## src/rtl/seq_divider.sv

```systemverilog
// ============================================================================
// seq_divider
// ----------------------------------------------------------------------------
// Multi-cycle restoring shift-subtract integer divider. It produces one
// quotient bit per cycle and uses a Start/Busy/Done handshake. Both unsigned
// and two's-complement operands are supported.
//
// Ports
//   i_clk          : clock. All state changes happen on the rising edge.
//   i_rst_n        : asynchronous active-low reset. It aborts any operation
//                    in progress.
//   i_start        : request. It is sampled only in IDLE.
//   i_signed       : 1 = two's-complement operands. Sampled with i_start.
//   i_dividend     : numerator. Sampled with i_start.
//   i_divisor      : denominator. Sampled with i_start.
//   o_busy         : high from the accepting edge until the DONE state.
//   o_done         : one-cycle pulse when the results are valid.
//   o_quotient     : registered quotient. It changes only at the FIX edge.
//   o_remainder    : registered remainder. It changes only at the FIX edge.
//   o_div_by_zero  : registered divide-by-zero flag. Valid with o_done.
//
// Timing: i_start sampled at edge N gives o_done high during the cycle after
// edge N+WIDTH+2. This latency is the same for every operand value.
// ============================================================================
module seq_divider #(
    parameter int WIDTH = 24,
    parameter int CNTW  = 5
) (
    input  logic             i_clk,
    input  logic             i_rst_n,
    input  logic             i_start,
    input  logic             i_signed,
    input  logic [WIDTH-1:0] i_dividend,
    input  logic [WIDTH-1:0] i_divisor,
    output logic             o_busy,
    output logic             o_done,
    output logic [WIDTH-1:0] o_quotient,
    output logic [WIDTH-1:0] o_remainder,
    output logic             o_div_by_zero
);

    typedef enum logic [1:0] {
        S_IDLE = 2'd0,
        S_RUN  = 2'd1,
        S_FIX  = 2'd2,
        S_DONE = 2'd3
    } state_t;

    state_t r_state;
    state_t w_next;

    // Operation context captured when a request is accepted.
    logic             r_neg_q;          // signed and the operand signs differ
    logic             r_neg_r;          // signed and the dividend is negative
    logic             r_dbz;            // divisor was zero
    logic [WIDTH-1:0] r_orig_dividend;  // returned unmodified on divide-by-zero
    logic [WIDTH-1:0] r_dvs;            // divisor magnitude

    // Iteration state.
    logic [WIDTH-1:0] r_rem;            // partial remainder
    logic [WIDTH-1:0] r_dvd;            // working dividend; quotient shifts in at LSB
    logic [CNTW-1:0]  r_count;

    // Output registers.
    logic             r_busy;
    logic             r_done;
    logic [WIDTH-1:0] r_quotient;
    logic [WIDTH-1:0] r_remainder;
    logic             r_div_by_zero;

    logic             w_dvd_neg;
    logic             w_dvs_neg;
    logic [WIDTH-1:0] w_dvd_abs;
    logic [WIDTH-1:0] w_dvs_abs;
    logic [WIDTH:0]   w_shift;
    logic [WIDTH:0]   w_trial;
    logic             w_trial_neg;
    logic [WIDTH-1:0] w_q_fixed;
    logic [WIDTH-1:0] w_r_fixed;

    // Operand magnitudes. The most-negative value negates to itself. As an
    // unsigned number that is exactly 2^(WIDTH-1), so it needs no special case.
    assign w_dvd_neg = i_signed & i_dividend[WIDTH-1];
    assign w_dvs_neg = i_signed & i_divisor[WIDTH-1];
    assign w_dvd_abs = w_dvd_neg ? -i_dividend : i_dividend;
    assign w_dvs_abs = w_dvs_neg ? -i_divisor  : i_divisor;

    // The partial remainder is always below the divisor. That keeps the true
    // trial value in (-divisor, divisor), so a WIDTH+1 bit result is enough
    // and its MSB is the sign. With a zero divisor this reasoning fails, but
    // FIX then overrides both results.
    assign w_shift     = {r_rem, r_dvd[WIDTH-1]};
    assign w_trial     = w_shift - {1'b0, r_dvs};
    assign w_trial_neg = w_trial[WIDTH];

    assign w_q_fixed = r_neg_q ? -r_dvd : r_dvd;
    assign w_r_fixed = r_neg_r ? -r_rem : r_rem;

    // ------------------------------------------------------------------
    // FSM state register
    // ------------------------------------------------------------------
    always_ff @(posedge i_clk or negedge i_rst_n) begin
        if (!i_rst_n) begin
            r_state <= S_IDLE;
            r_busy  <= 1'b0;
            r_done  <= 1'b0;
        end else begin
            r_state <= w_next;
            r_busy  <= (w_next == S_RUN) || (w_next == S_FIX);
            r_done  <= (w_next == S_DONE);
        end
    end

    // ------------------------------------------------------------------
    // FSM next-state logic
    // RUN spends one extra cycle at a zero count before it moves to FIX.
    // That cycle fixes the total latency at WIDTH+2 edges from the accepting
    // edge to DONE.
    // ------------------------------------------------------------------
    always_comb begin
        w_next = r_state;
        case (r_state)
            S_IDLE: if (i_start) w_next = S_RUN;
            S_RUN:  if (r_count == '0) w_next = S_FIX;
            S_FIX:  w_next = S_DONE;
            S_DONE: w_next = S_IDLE;
            default: w_next = S_IDLE;
        endcase
    end

    // ------------------------------------------------------------------
    // Datapath
    // ------------------------------------------------------------------
    always_ff @(posedge i_clk or negedge i_rst_n) begin
        if (!i_rst_n) begin
            r_neg_q         <= 1'b0;
            r_neg_r         <= 1'b0;
            r_dbz           <= 1'b0;
            r_orig_dividend <= '0;
            r_dvs           <= '0;
            r_rem           <= '0;
            r_dvd           <= '0;
            r_count         <= '0;
            r_quotient      <= '0;
            r_remainder     <= '0;
            r_div_by_zero   <= 1'b0;
        end else begin
            case (r_state)
                S_IDLE: begin
                    if (i_start) begin
                        r_neg_q         <= w_dvd_neg ^ w_dvs_neg;
                        r_neg_r         <= w_dvd_neg;
                        r_dbz           <= (i_divisor == '0);
                        r_orig_dividend <= i_dividend;
                        r_dvs           <= w_dvs_abs;
                        r_dvd           <= w_dvd_abs;
                        r_rem           <= '0;
                        r_count         <= CNTW'(WIDTH);
                    end
                end
                S_RUN: begin
                    if (r_count != '0) begin
                        if (w_trial_neg) begin
                            r_rem <= w_shift[WIDTH-1:0];
                            r_dvd <= {r_dvd[WIDTH-2:0], 1'b0};
                        end else begin
                            r_rem <= w_trial[WIDTH-1:0];
                            r_dvd <= {r_dvd[WIDTH-2:0], 1'b1};
                        end
                        r_count <= r_count - CNTW'(1);
                    end
                end
                S_FIX: begin
                    if (r_dbz) begin
                        r_quotient  <= '1;
                        r_remainder <= r_orig_dividend;
                    end else begin
                        r_quotient  <= w_q_fixed;
                        r_remainder <= w_r_fixed;
                    end
                    r_div_by_zero <= r_dbz;
                end
                default: ;
            endcase
        end
    end

    assign o_busy        = r_busy;
    assign o_done        = r_done;
    assign o_quotient    = r_quotient;
    assign o_remainder   = r_remainder;
    assign o_div_by_zero = r_div_by_zero;

endmodule

```

## config.mk

```make
export PLATFORM = sky130hd
export DESIGN_NAME = seq_divider
export DESIGN_NICKNAME = d
export VERILOG_FILES = /design/src/rtl/seq_divider.sv
export SDC_FILE = /design/constraint.sdc
export NUM_CORES = 1
export LEC_CHECK = 0
export ABC_AREA = 1
export CORE_UTILIZATION = 30
export DETAILED_ROUTE_END_ITERATION = 7
export GPL_TIMING_DRIVEN = 0
export SETUP_SLACK_MARGIN = 0.4
export SLEW_MARGIN = 25
export SYNTH_ARGS = -nofsm -noshare
export SYNTH_HDL_FRONTEND = slang
export SYNTH_SLANG_ARGS = --single-unit
```

## constraint.sdc

```tcl
create_clock -name i_clk -period 5.7 [get_ports i_clk]
set_clock_uncertainty 0.05 [all_clocks]
set_input_delay 1.71 -clock i_clk [delete_from_list [all_inputs] [get_ports i_clk]]
set_output_delay 1.71 -clock i_clk [all_outputs]
set_load 0.03 [all_outputs]
```

==> impl_metrics.csv, run 1 <==
group,metric,value,unit
setup_path,worstSetupStartpoint,"i_dividend[0]",
synthesis,async_reset_ff_share,100,%
die,die_y,194,um
setup_path,cp_num_cells,12,
final_layout,layout_common_cells,"498 x nand2_1, 233 x inv_1, 165 x nand3_1",
clocking,clock-root-buffer,"clkbuf_16",
clocking,postCtsResizedCells,0,
final_layout,utilization,36.9,%
setup_path,rr_worst_depth,15,
final_layout,finalNonFillerCells,2222,
sta,finalCritPeriodShare,65.1,%
clocking,h-tree-depth,4,
clocking,clkTransAtPathRegs,0.07,ns
clocking,cts.sinks,157,
setup_path,path_class,"in2reg",
sta,rsz0062_at_grt,"false",
drt,drtIter0Drc,992,
setup_path,critPathCapture,"r_dvd[20]",
final_layout,layout_commonest_cell,"nand2_1",
die,io_pins,103,
drt,dr.pass1.iters,5,
grt,grt_pass1_wl,61300,um
setup_path,cp.arrival,3.99,ns
sta,finalHoldViolations,0,
setup_path,path_cells,"clkdlybuf4s50_1 > inv_1 > ha_1 > nand4_1 > nor2_1 > nand2_1 > o21ai_2 > nand2_1 > nand2_1 > nand3_1 > nand2_1 > nand2_1",
sta,slew_viol_final,0,
grt,track_usage,21.2,%
clocking,cts_made_buffers,17,
final_layout,layout-drive-gt1-share,6.70,%
drt,drc,0,
die,initial_core_util,30.8,%
placed_design,io_buffer_count,102,
clocking,hold_buffers,0,
setup_path,r2r-end,"r_rem[20]",
clocking,cts_tree,"done",
pwr,p_per_area,671,mW/mm^2
drt,wire_per_inst,17.7,um
placed_design,gp_congestion,0.957,
run_status,status,"finished clean",
die,row_count,69,
synthesis,synth_edf_count,0,
setup_path,crit_family,"simple AND/OR/NAND/NOR gates",
setup_path,crit_path_end_kind,"flop",
synthesis,seq_area_frac_synth,35.6,%
final_layout,antennaDiodeCount,0,
pwr,p_leak,6.55,nW
final_layout,nNetsFinal,1830,
sta,setup_viol,0,
synthesis,syn_area_per_cell,6.78,sq um
synthesis,ys.flop_type,"dfrtp_1",
setup_path,cp_slowest_cell,"clkdlybuf4s50_1",
grt,grt_max_degree,88,
sta,slew_headroom,41.3,%
grt,overflow,0,
setup_path,reg2reg_slack,2.90,ns
die,die_area,0.0375,sq mm
placed_design,place_hpwl,31700,um
clocking,post_cts_buffers,0,
synthesis,synthesis.nets,1708,
die,die_w,194,um
synthesis,syn-instance-count,1626,
grt,antenna_found_initial,0,
sta,fmax,270,MHz
setup_path,reg2reg_from,"r_dvd[23]",
pwr,ir_drop,270,uV
setup_path,worstPathMaxFanout,5,
sta,finalSetupTns,0,ns
final_layout,syn2layout_area_growth,19.8,%
drt,wirelength,39400,um
job,cap_violations,0,
die,coreArea,0.0358,sq mm
hold_path,holdCritPathClass,"reg2reg",
synthesis,synth_warnings,0,
drt,vias,11200,
drt,postRouteAntennaNets,0,
final_layout,num-fill-cells,3842,
setup_path,worst_path_largest_cell_delay,0.46,ns
synthesis,ys_ff_latch,157,
clocking,ctsLongestPathBuffers,2,
setup_path,startpoint_type,"primary input",
grt,grt_pass1_vias,10400,
sta,min_period,3.71,ns
setup_path,cp.buffers_inverters,2,
sta,tightest_slew,0.881,ns
placed_design,dp_cells,2190,
clocking,worstSkewPairLatency,0.44,ns
synthesis,syn_area,0.0110,sq mm
setup_path,crit_required,5.98,ns
drt,vias_per_cell,5.03,
synthesis,ys_types,48,
setup_path,crit_top_cell,"nand2_1",
-- area by class of cell --
| class | instances | area [sq um] | area share, % |
|---|---|---|---|
| Buffer | 44 | 213 | 1.61 |
| Clock buffer | 19 | 453 | 3.43 |
| Clock inverter | 13 | 105 | 0.795 |
| Inverter | 240 | 901 | 6.82 |
| Multi-Input combinational cell | 1185 | 5980 | 45.3 |
| Sequential cell | 157 | 3930 | 29.7 |
| Tap cell | 461 | 577 | 4.36 |
| Timing Repair Buffer | 103 | 1050 | 7.97 |
-- logic make-up after synthesis --
family | Yosys count | synth area share (%)
and+or+nand+nor | 911 | 36.7
buffers and inverters | 284 | 10.1
AOI/OAI and AO/OA | 201 | 10.7
DFF | 157 | 35.6
xor gates and xnor gates | 43 | 3.42
adders and majority gates | 30 | 3.47
-- cells in the mapped netlist (14+ instances only) --
| master | number | area share (%) |
|---|---|---|
| clkbuf_1 | 26 | 0.89 |
| nand3_2 | 17 | 1.5 |
| nand2_1 | 498 | 17 |
| nand3_1 | 165 | 7.5 |
| ha_1 | 29 | 3.3 |
| o221ai_1 | 15 | 1.2 |
| xor2_1 | 30 | 2.4 |
| o21ai_0 | 89 | 4.0 |
| nor2_1 | 145 | 4.9 |
| nand2_2 | 28 | 1.6 |
| nand4_1 | 16 | 0.91 |
| a21oi_1 | 47 | 2.1 |
| a31oi_1 | 14 | 0.79 |
| dfrtp_1 | 157 | 36 |
| inv_1 | 233 | 7.9 |
-- routing by layer --
metal  GRT usage (%)  wire length [um]  part of all wire, %
met4            4.27               408                  1.0
met1            32.2             19700                   50
met2            31.9             16900                   43
met3            2.37              2480                  6.3
met5               0                 0                    0
-- through the flow --
| step | area, sq um | hold WS (ns) | power [mW] | setup slack (ns) |
|---|---|---|---|---|
| CTS | 13200 | 0.425 | 8.88 | 2.09 |
| detailed placement | 12700 | 0.408 | 7.73 | 1.63 |
| global route | 13200 | 0.454 | 9.64 | 1.86 |
| global placement | 12600 | 0.408 | 7.68 | -3.75 |
| floorplan | 11000 | 0.391 | 6.00 | 2.67 |
| finish | 13200 | 0.429 | 8.87 | 1.99 |
-- flip-flops by register name (all words and copies together), names as in the netlist --
signal,flops
o_quotient,24
o_remainder,24
r_dvd,24
r_dvs,24
r_orig_dividend,24
r_rem,24
r_count,5
r_state,2
o_busy,1
o_div_by_zero,1
o_done,1
r_dbz,1
r_neg_q,1
r_neg_r,1
-- power by group --
group,internal [mW],total (mW),switching (mW)
Sequential,1.64,2.12,0.480
Combinational,1.95,5.63,3.68
Clock,0.592,1.12,0.526
Total,4.18,8.87,4.69
-- worst min path at each step --
stage	start	to	slack, ns	depth (start not counted)
3_5_place_dp	r_count[4]	r_count[4]	0.41	2
2_1_floorplan	r_count[4]	r_count[4]	0.39	2
3_3_place_gp	r_count[4]	r_count[4]	0.41	2
5_1_grt	r_dvs[22]	r_dvs[22]	0.45	2
4_1_cts	r_count[4]	r_count[4]	0.43	2
6_report	r_count[4]	r_count[4]	0.43	2
-- tightest hold or removal path: cells and delay by family (launching register included) --
family	cells	cell delay [ns]
and+or+nand+nor	2	0.10
DFF	1	0.35
Note: power is estimated with default switching activity, not from simulation.
==> run 2: changes to the inputs <==
==> constraint.sdc (replaced) <==
create_clock -name i_clk -period 3.4 [get_ports i_clk]
set_clock_uncertainty 0.05 [all_clocks]
set_input_delay 1.02 -clock i_clk [delete_from_list [all_inputs] [get_ports i_clk]]
set_output_delay 1.02 -clock i_clk [all_outputs]
set_load 0.03 [all_outputs]
==> run 2 against run 1 <==
Register-to-register slack got worse by 2.3 ns. Largest cell class unchanged. Utilization about the same. Global-route usage unchanged. Non-clock buffer count did not move. Sequential power increased by 68%.
==> impl_metrics.csv, run 2 (synthesis gave the netlist of run 1 again) <==
group,metric,value,unit
setup_path,crit_path_end_kind,"flop",
setup_path,worstPathMaxFanout,5,
clocking,cts.sinks,157,
drt,wirelength,39400,um
final_layout,utilization,36.9,%
placed_design,io_buffer_count,102,
pwr,p_per_area,1120,mW/mm^2
die,die_y,194,um
grt,track_usage,21.2,%
grt,overflow,0,
clocking,post_cts_buffers,0,
setup_path,cp_slowest_cell,"clkdlybuf4s50_1",
sta,finalHoldWorstSlack,0.429,ns
clocking,clkTransAtPathRegs,0.07,ns
placed_design,gp_congestion,0.957,
drt,postRouteAntennaNets,0,
setup_path,cp.buffers_inverters,2,
pwr,ir_drop,445,uV
final_layout,nNetsFinal,1830,
placed_design,place_hpwl,31700,um
final_layout,seqCellArea,0.00393,sq mm
sta,min_period,2.91,ns
hold_path,holdCritPathClass,"reg2reg",
setup_path,worstSetupStartpoint,"i_dividend[0]",
clocking,h-tree-depth,4,
sta,slew_headroom,41.4,%
clocking,clock-root-buffer,"clkbuf_16",
hold_path,min-delay-start,"r_count[4]",
die,row_count,69,
sta,finalCritPeriodShare,85.7,%
job,cap_violations,0,
sta,tightest_slew,0.878,ns
sta,setup_slack,0.486,ns
clocking,cts_tree,"done",
drt,drc,0,
final_layout,layout_common_cells,"498 x nand2_1, 233 x inv_1, 165 x nand3_1",
sta,fmax,343,MHz
sta,setup_viol,0,
setup_path,worst_path_largest_cell_delay,0.46,ns
die,initial_core_util,30.8,%
final_layout,syn2layout_area_growth,19.9,%
final_layout,antennaDiodeCount,0,
hold_path,holdPathStages,2,
setup_path,cp.arrival,3.19,ns
setup_path,reg2reg_from,"r_dvd[23]",
grt,grt_pass1_wl,61300,um
setup_path,cp_num_cells,12,
placed_design,placed_area,0.0127,sq mm
die,io_pins,103,
drt,vias,11200,
setup_path,startpoint_type,"primary input",
die,die_w,194,um
sta,finalHoldViolations,0,
die,coreArea,0.0358,sq mm
sta,slew_viol_final,0,
placed_design,place_ws,0.0202,ns
sta,rsz0062_at_grt,"false",
setup_path,crit_top_cell,"nand2_1",
clocking,ctsLongestPathBuffers,2,
setup_path,rr_worst_depth,15,
final_layout,num-fill-cells,3840,
drt,wire_per_inst,17.7,um
grt,grt_max_degree,88,
clocking,worstSkewPairLatency,0.44,ns
pwr,p_leak,6.55,nW
final_layout,layout-drive-gt1-share,6.81,%
run_status,status,"finished clean",
drt,vias_per_cell,5.03,
setup_path,path_cells,"clkdlybuf4s50_1 > inv_1 > ha_1 > nand4_1 > nor2_4 > nand2_1 > o21ai_2 > nand2_1 > nand2_1 > nand3_1 > nand2_1 > nand2_1",
grt,antenna_found_initial,0,
setup_path,crit_family,"simple AND/OR/NAND/NOR gates",
clocking,cts_made_buffers,17,
final_layout,stdcell_area,0.0132,sq mm
final_layout,multiInputGateArea,0.00599,sq mm
setup_path,path_class,"in2reg",
grt,grt_pass1_vias,10400,
drt,drtIter0Drc,1003,
final_layout,layout_commonest_cell,"nand2_1",
die,die_area,0.0375,sq mm
setup_path,crit_required,3.68,ns
drt,dr.pass1.iters,5,
-- run 2: cell counts in the layout (fill, tap and decap cells not counted) --
No cell type changed its count.
-- run 2: final timing paths --
check / to / slack [ns]
worst max-delay path: r_dvd[20] / 0.49
worst min-delay path: r_count[4] / 0.43
worst max register to register: r_rem[20] / 0.61
worst min register to register: r_count[4] / 0.43
max in group asynchronous: r_dvs[0] / 1.93
min in group asynchronous: o_quotient[2] / 0.49
-- run 2: per-stage QoR --
step           TNS [ns]  total power, mW  cells
5_1_grt               0             16.2   2222
2_1_floorplan         0             10.1   1626
3_5_place_dp          0             13.0   2190
6_report              0             14.9   2222
4_1_cts               0             14.9   2222
3_3_place_gp    -837.58             12.9   2189
-- run 2: area by class of cell --
cell class / count / area share, %
multi-input cells: 1185 / 45.3
well taps: 461 / 4.36
flip-flops and latches: 157 / 29.7
clock buffers: 19 / 3.43
plain buffers: 44 / 1.62
clock inverters: 13 / 0.795
inverters: 240 / 6.81
repair buffers: 103 / 7.97
-- run 2: timing repair --
action / 4_1_cts / 5_1_grt
hold endpoints to repair: 0 / 0
endpoints found under the setup margin: 0 / 4
hold buffers: 0 / 0
gates resized for setup: 0 / 4
-- run 2: where the power goes --
part | internal [mW] | switching [mW]
Sequential | 2.75 | 0.803
Combinational | 3.27 | 6.18
Clock | 0.992 | 0.876
-- run 2: tightest hold or removal path: cells and delay by family, from the launching register on --
family,cells,cell delay [ns]
AND/OR/NAND/NOR,2,0.10
flip-flops,1,0.35
-- run 2: per-layer routing --
layer | routed length (um) | vias to the layer above | track usage [%]
li1 | - | 5459 | -
met1 | 19700 | 5292 | 32.2
met4 | 450 | 0 | 4.27
met2 | 16800 | 395 | 31.9
met5 | 0 | - | 0
met3 | 2460 | 36 | 2.37
==> run 3: changes to the inputs <==
--- a/config.mk
+++ b/config.mk
@@ -9,6 +9,7 @@
 export CORE_UTILIZATION = 30
 export DETAILED_ROUTE_END_ITERATION = 7
 export GPL_TIMING_DRIVEN = 0
+export RECOVER_POWER = 50
 export SETUP_SLACK_MARGIN = 0.4
 export SLEW_MARGIN = 25
 export SYNTH_ARGS = -nofsm -noshare
==> run 3 against run 2 <==
The flow now finishes with violations (max-capacitance violations, max-slew violations). Utilization decreased by 0.091 points. Sequential power barely moved. Non-clock buffer count is the same. Cell count stayed put. Hold slack worse by 0.00076 ns. Die area unchanged. Via count shrank 0.51%. Wire length increased by 0.32%. Flip-flop and latch count is the same. Global-route usage unchanged. Clock-buffer cell count unchanged. Largest cell class unchanged.
==> impl_metrics.csv, run 3 (synthesis gave the netlist of run 1 again) <==
group,metric,value,unit
placed_design,place_hpwl,31700,um
setup_path,crit_path_end_kind,"flop",
clocking,cts_made_buffers,17,
setup_path,cp.buffers_inverters,4,
die,coreArea,0.0358,sq mm
grt,grt_pass1_wl,61300,um
sta,slew_headroom,-20.7,%
final_layout,layout_common_cells,"499 x nand2_1, 233 x inv_1, 165 x nand3_1",
drt,dr.pass1.iters,5,
job,cap_violations,1,
run_status,violations,"max-capacitance violations, max-slew violations",
grt,track_usage,21.2,%
drt,vias_per_cell,5.01,
grt,grt_max_degree,88,
final_layout,layout-drive-gt1-share,6.64,%
die,io_pins,103,
placed_design,gp_congestion,0.957,
drt,wire_per_inst,17.8,um
sta,setup_viol,0,
die,die_w,194,um
final_layout,syn2layout_area_growth,19.6,%
die,initial_core_util,30.8,%
pwr,p_leak,6.54,nW
drt,drtIter0Drc,996,
clocking,clkTransAtPathRegs,0.07,ns
clocking,cts_tree,"done",
setup_path,path_class,"in2reg",
setup_path,crit_required,3.68,ns
drt,drc,0,
setup_path,startpoint_type,"primary input",
final_layout,num-fill-cells,3845,
clocking,cts.sinks,157,
grt,antenna_found_initial,0,
drt,wirelength,39500,um
setup_path,cp.arrival,3.37,ns
sta,finalHoldViolations,0,
drt,postRouteAntennaNets,0,
die,die_area,0.0375,sq mm
pwr,ir_drop,452,uV
clocking,ctsLongestPathBuffers,2,
grt,overflow,0,
setup_path,crit_family,"buffers and inverters",
clocking,clock-root-buffer,"clkbuf_16",
pwr,power,14.9,mW
sta,finalCritPeriodShare,90.8,%
die,die_y,194,um
final_layout,nNetsFinal,1830,
sta,min_period,3.09,ns
setup_path,worst_path_largest_cell_delay,0.65,ns
final_layout,layout_commonest_cell,"nand2_1",
sta,rsz0062_at_grt,"false",
hold_path,holdCritPathClass,"reg2reg",
drt,vias,11100,
sta,fmax,324,MHz
clocking,post_cts_buffers,0,
sta,finalSetupTns,0,ns
grt,grt_pass1_vias,10400,
clocking,worstSkewPairLatency,0.44,ns
placed_design,io_buffer_count,102,
die,row_count,69,
sta,slew_viol_final,72,
setup_path,path_cells,"clkdlybuf4s50_1 > nand2_1 > clkbuf_1 > inv_1 > clkbuf_1 > nand2_1 > o21ai_0",
setup_path,worstPathMaxFanout,10,
setup_path,cp_slowest_cell,"clkbuf_1",
pwr,p_per_area,1130,mW/mm^2
clocking,h-tree-depth,4,
sta,tightest_slew,1.81,ns
final_layout,antennaDiodeCount,0,
run_status,status,"complete, but fails checks",
## run 3: final cells by class
class | instances | area [sq um] | share of cell area, %
buffer | 44 | 213 | 1.61
inverter | 240 | 901 | 6.83
sequential | 157 | 3930 | 29.8
clock inverter | 13 | 105 | 0.797
tap | 461 | 577 | 4.37
clock buffer | 19 | 453 | 3.43
timing repair buffer | 103 | 1030 | 7.79
multi-input combinational | 1185 | 5990 | 45.4
## run 3: metal layers
metal	track usage [%]	part of all wire, %	vias to the layer above	wire length, um
met2	31.9	43	354	16900
met5	0	0	-	0
met3	2.37	6.2	32	2460
met1	32.2	50	5281	19800
met4	4.27	1.0	0	410
li1	-	-	5458	-
## run 3: report_power, final
group	switching (mW)	internal, mW	leakage [nW]	total, mW
Combinational	6.19	3.26	4.31	9.46
Clock	0.877	0.992	0.275	1.87
Sequential	0.803	2.75	1.96	3.56
## run 3: tightest hold or removal path, cell delays in order, from the launching register on
cell and delay, ns:
dfrtp_1 0.35, nand2_1 0.05, nand2_1 0.05
## run 3: stage by stage
step | util, % | hold WS (ns) | setup slack (ns) | cell area [sq um] | std cells
global route | 36.8 | 0.454 | 0.201 | 13200 | 2222
finish | 36.8 | 0.428 | 0.313 | 13200 | 2222
floorplan | - | 0.391 | 1.06 | 11000 | 1626
CTS | 36.9 | 0.425 | 0.480 | 13200 | 2222
global placement | 35.2 | 0.408 | -5.36 | 12600 | 2189
detailed placement | 35.3 | 0.408 | 0.0202 | 12700 | 2190
## run 3: worst paths after layout
path / from / endpoint / slack, ns / cells after the start
setup / recovery: i_start / r_dvd[15] / 0.31 / 7
hold / removal: r_count[4] / r_count[4] / 0.43 / 2
setup reg to reg: r_state[0] / o_remainder[19] / 0.38 / 8
hold reg to reg: r_count[4] / r_count[4] / 0.43 / 2
max in group asynchronous: i_rst_n / r_dvs[0] / 0.66 / 2
min in group asynchronous: i_rst_n / o_quotient[2] / 1.01 / 1
## run 3: what timing repair did
action / in CTS / in global routing
resized for setup: 0 / 4
setup endpoints to repair: 0 / 4
hold buffers: 0 / 0
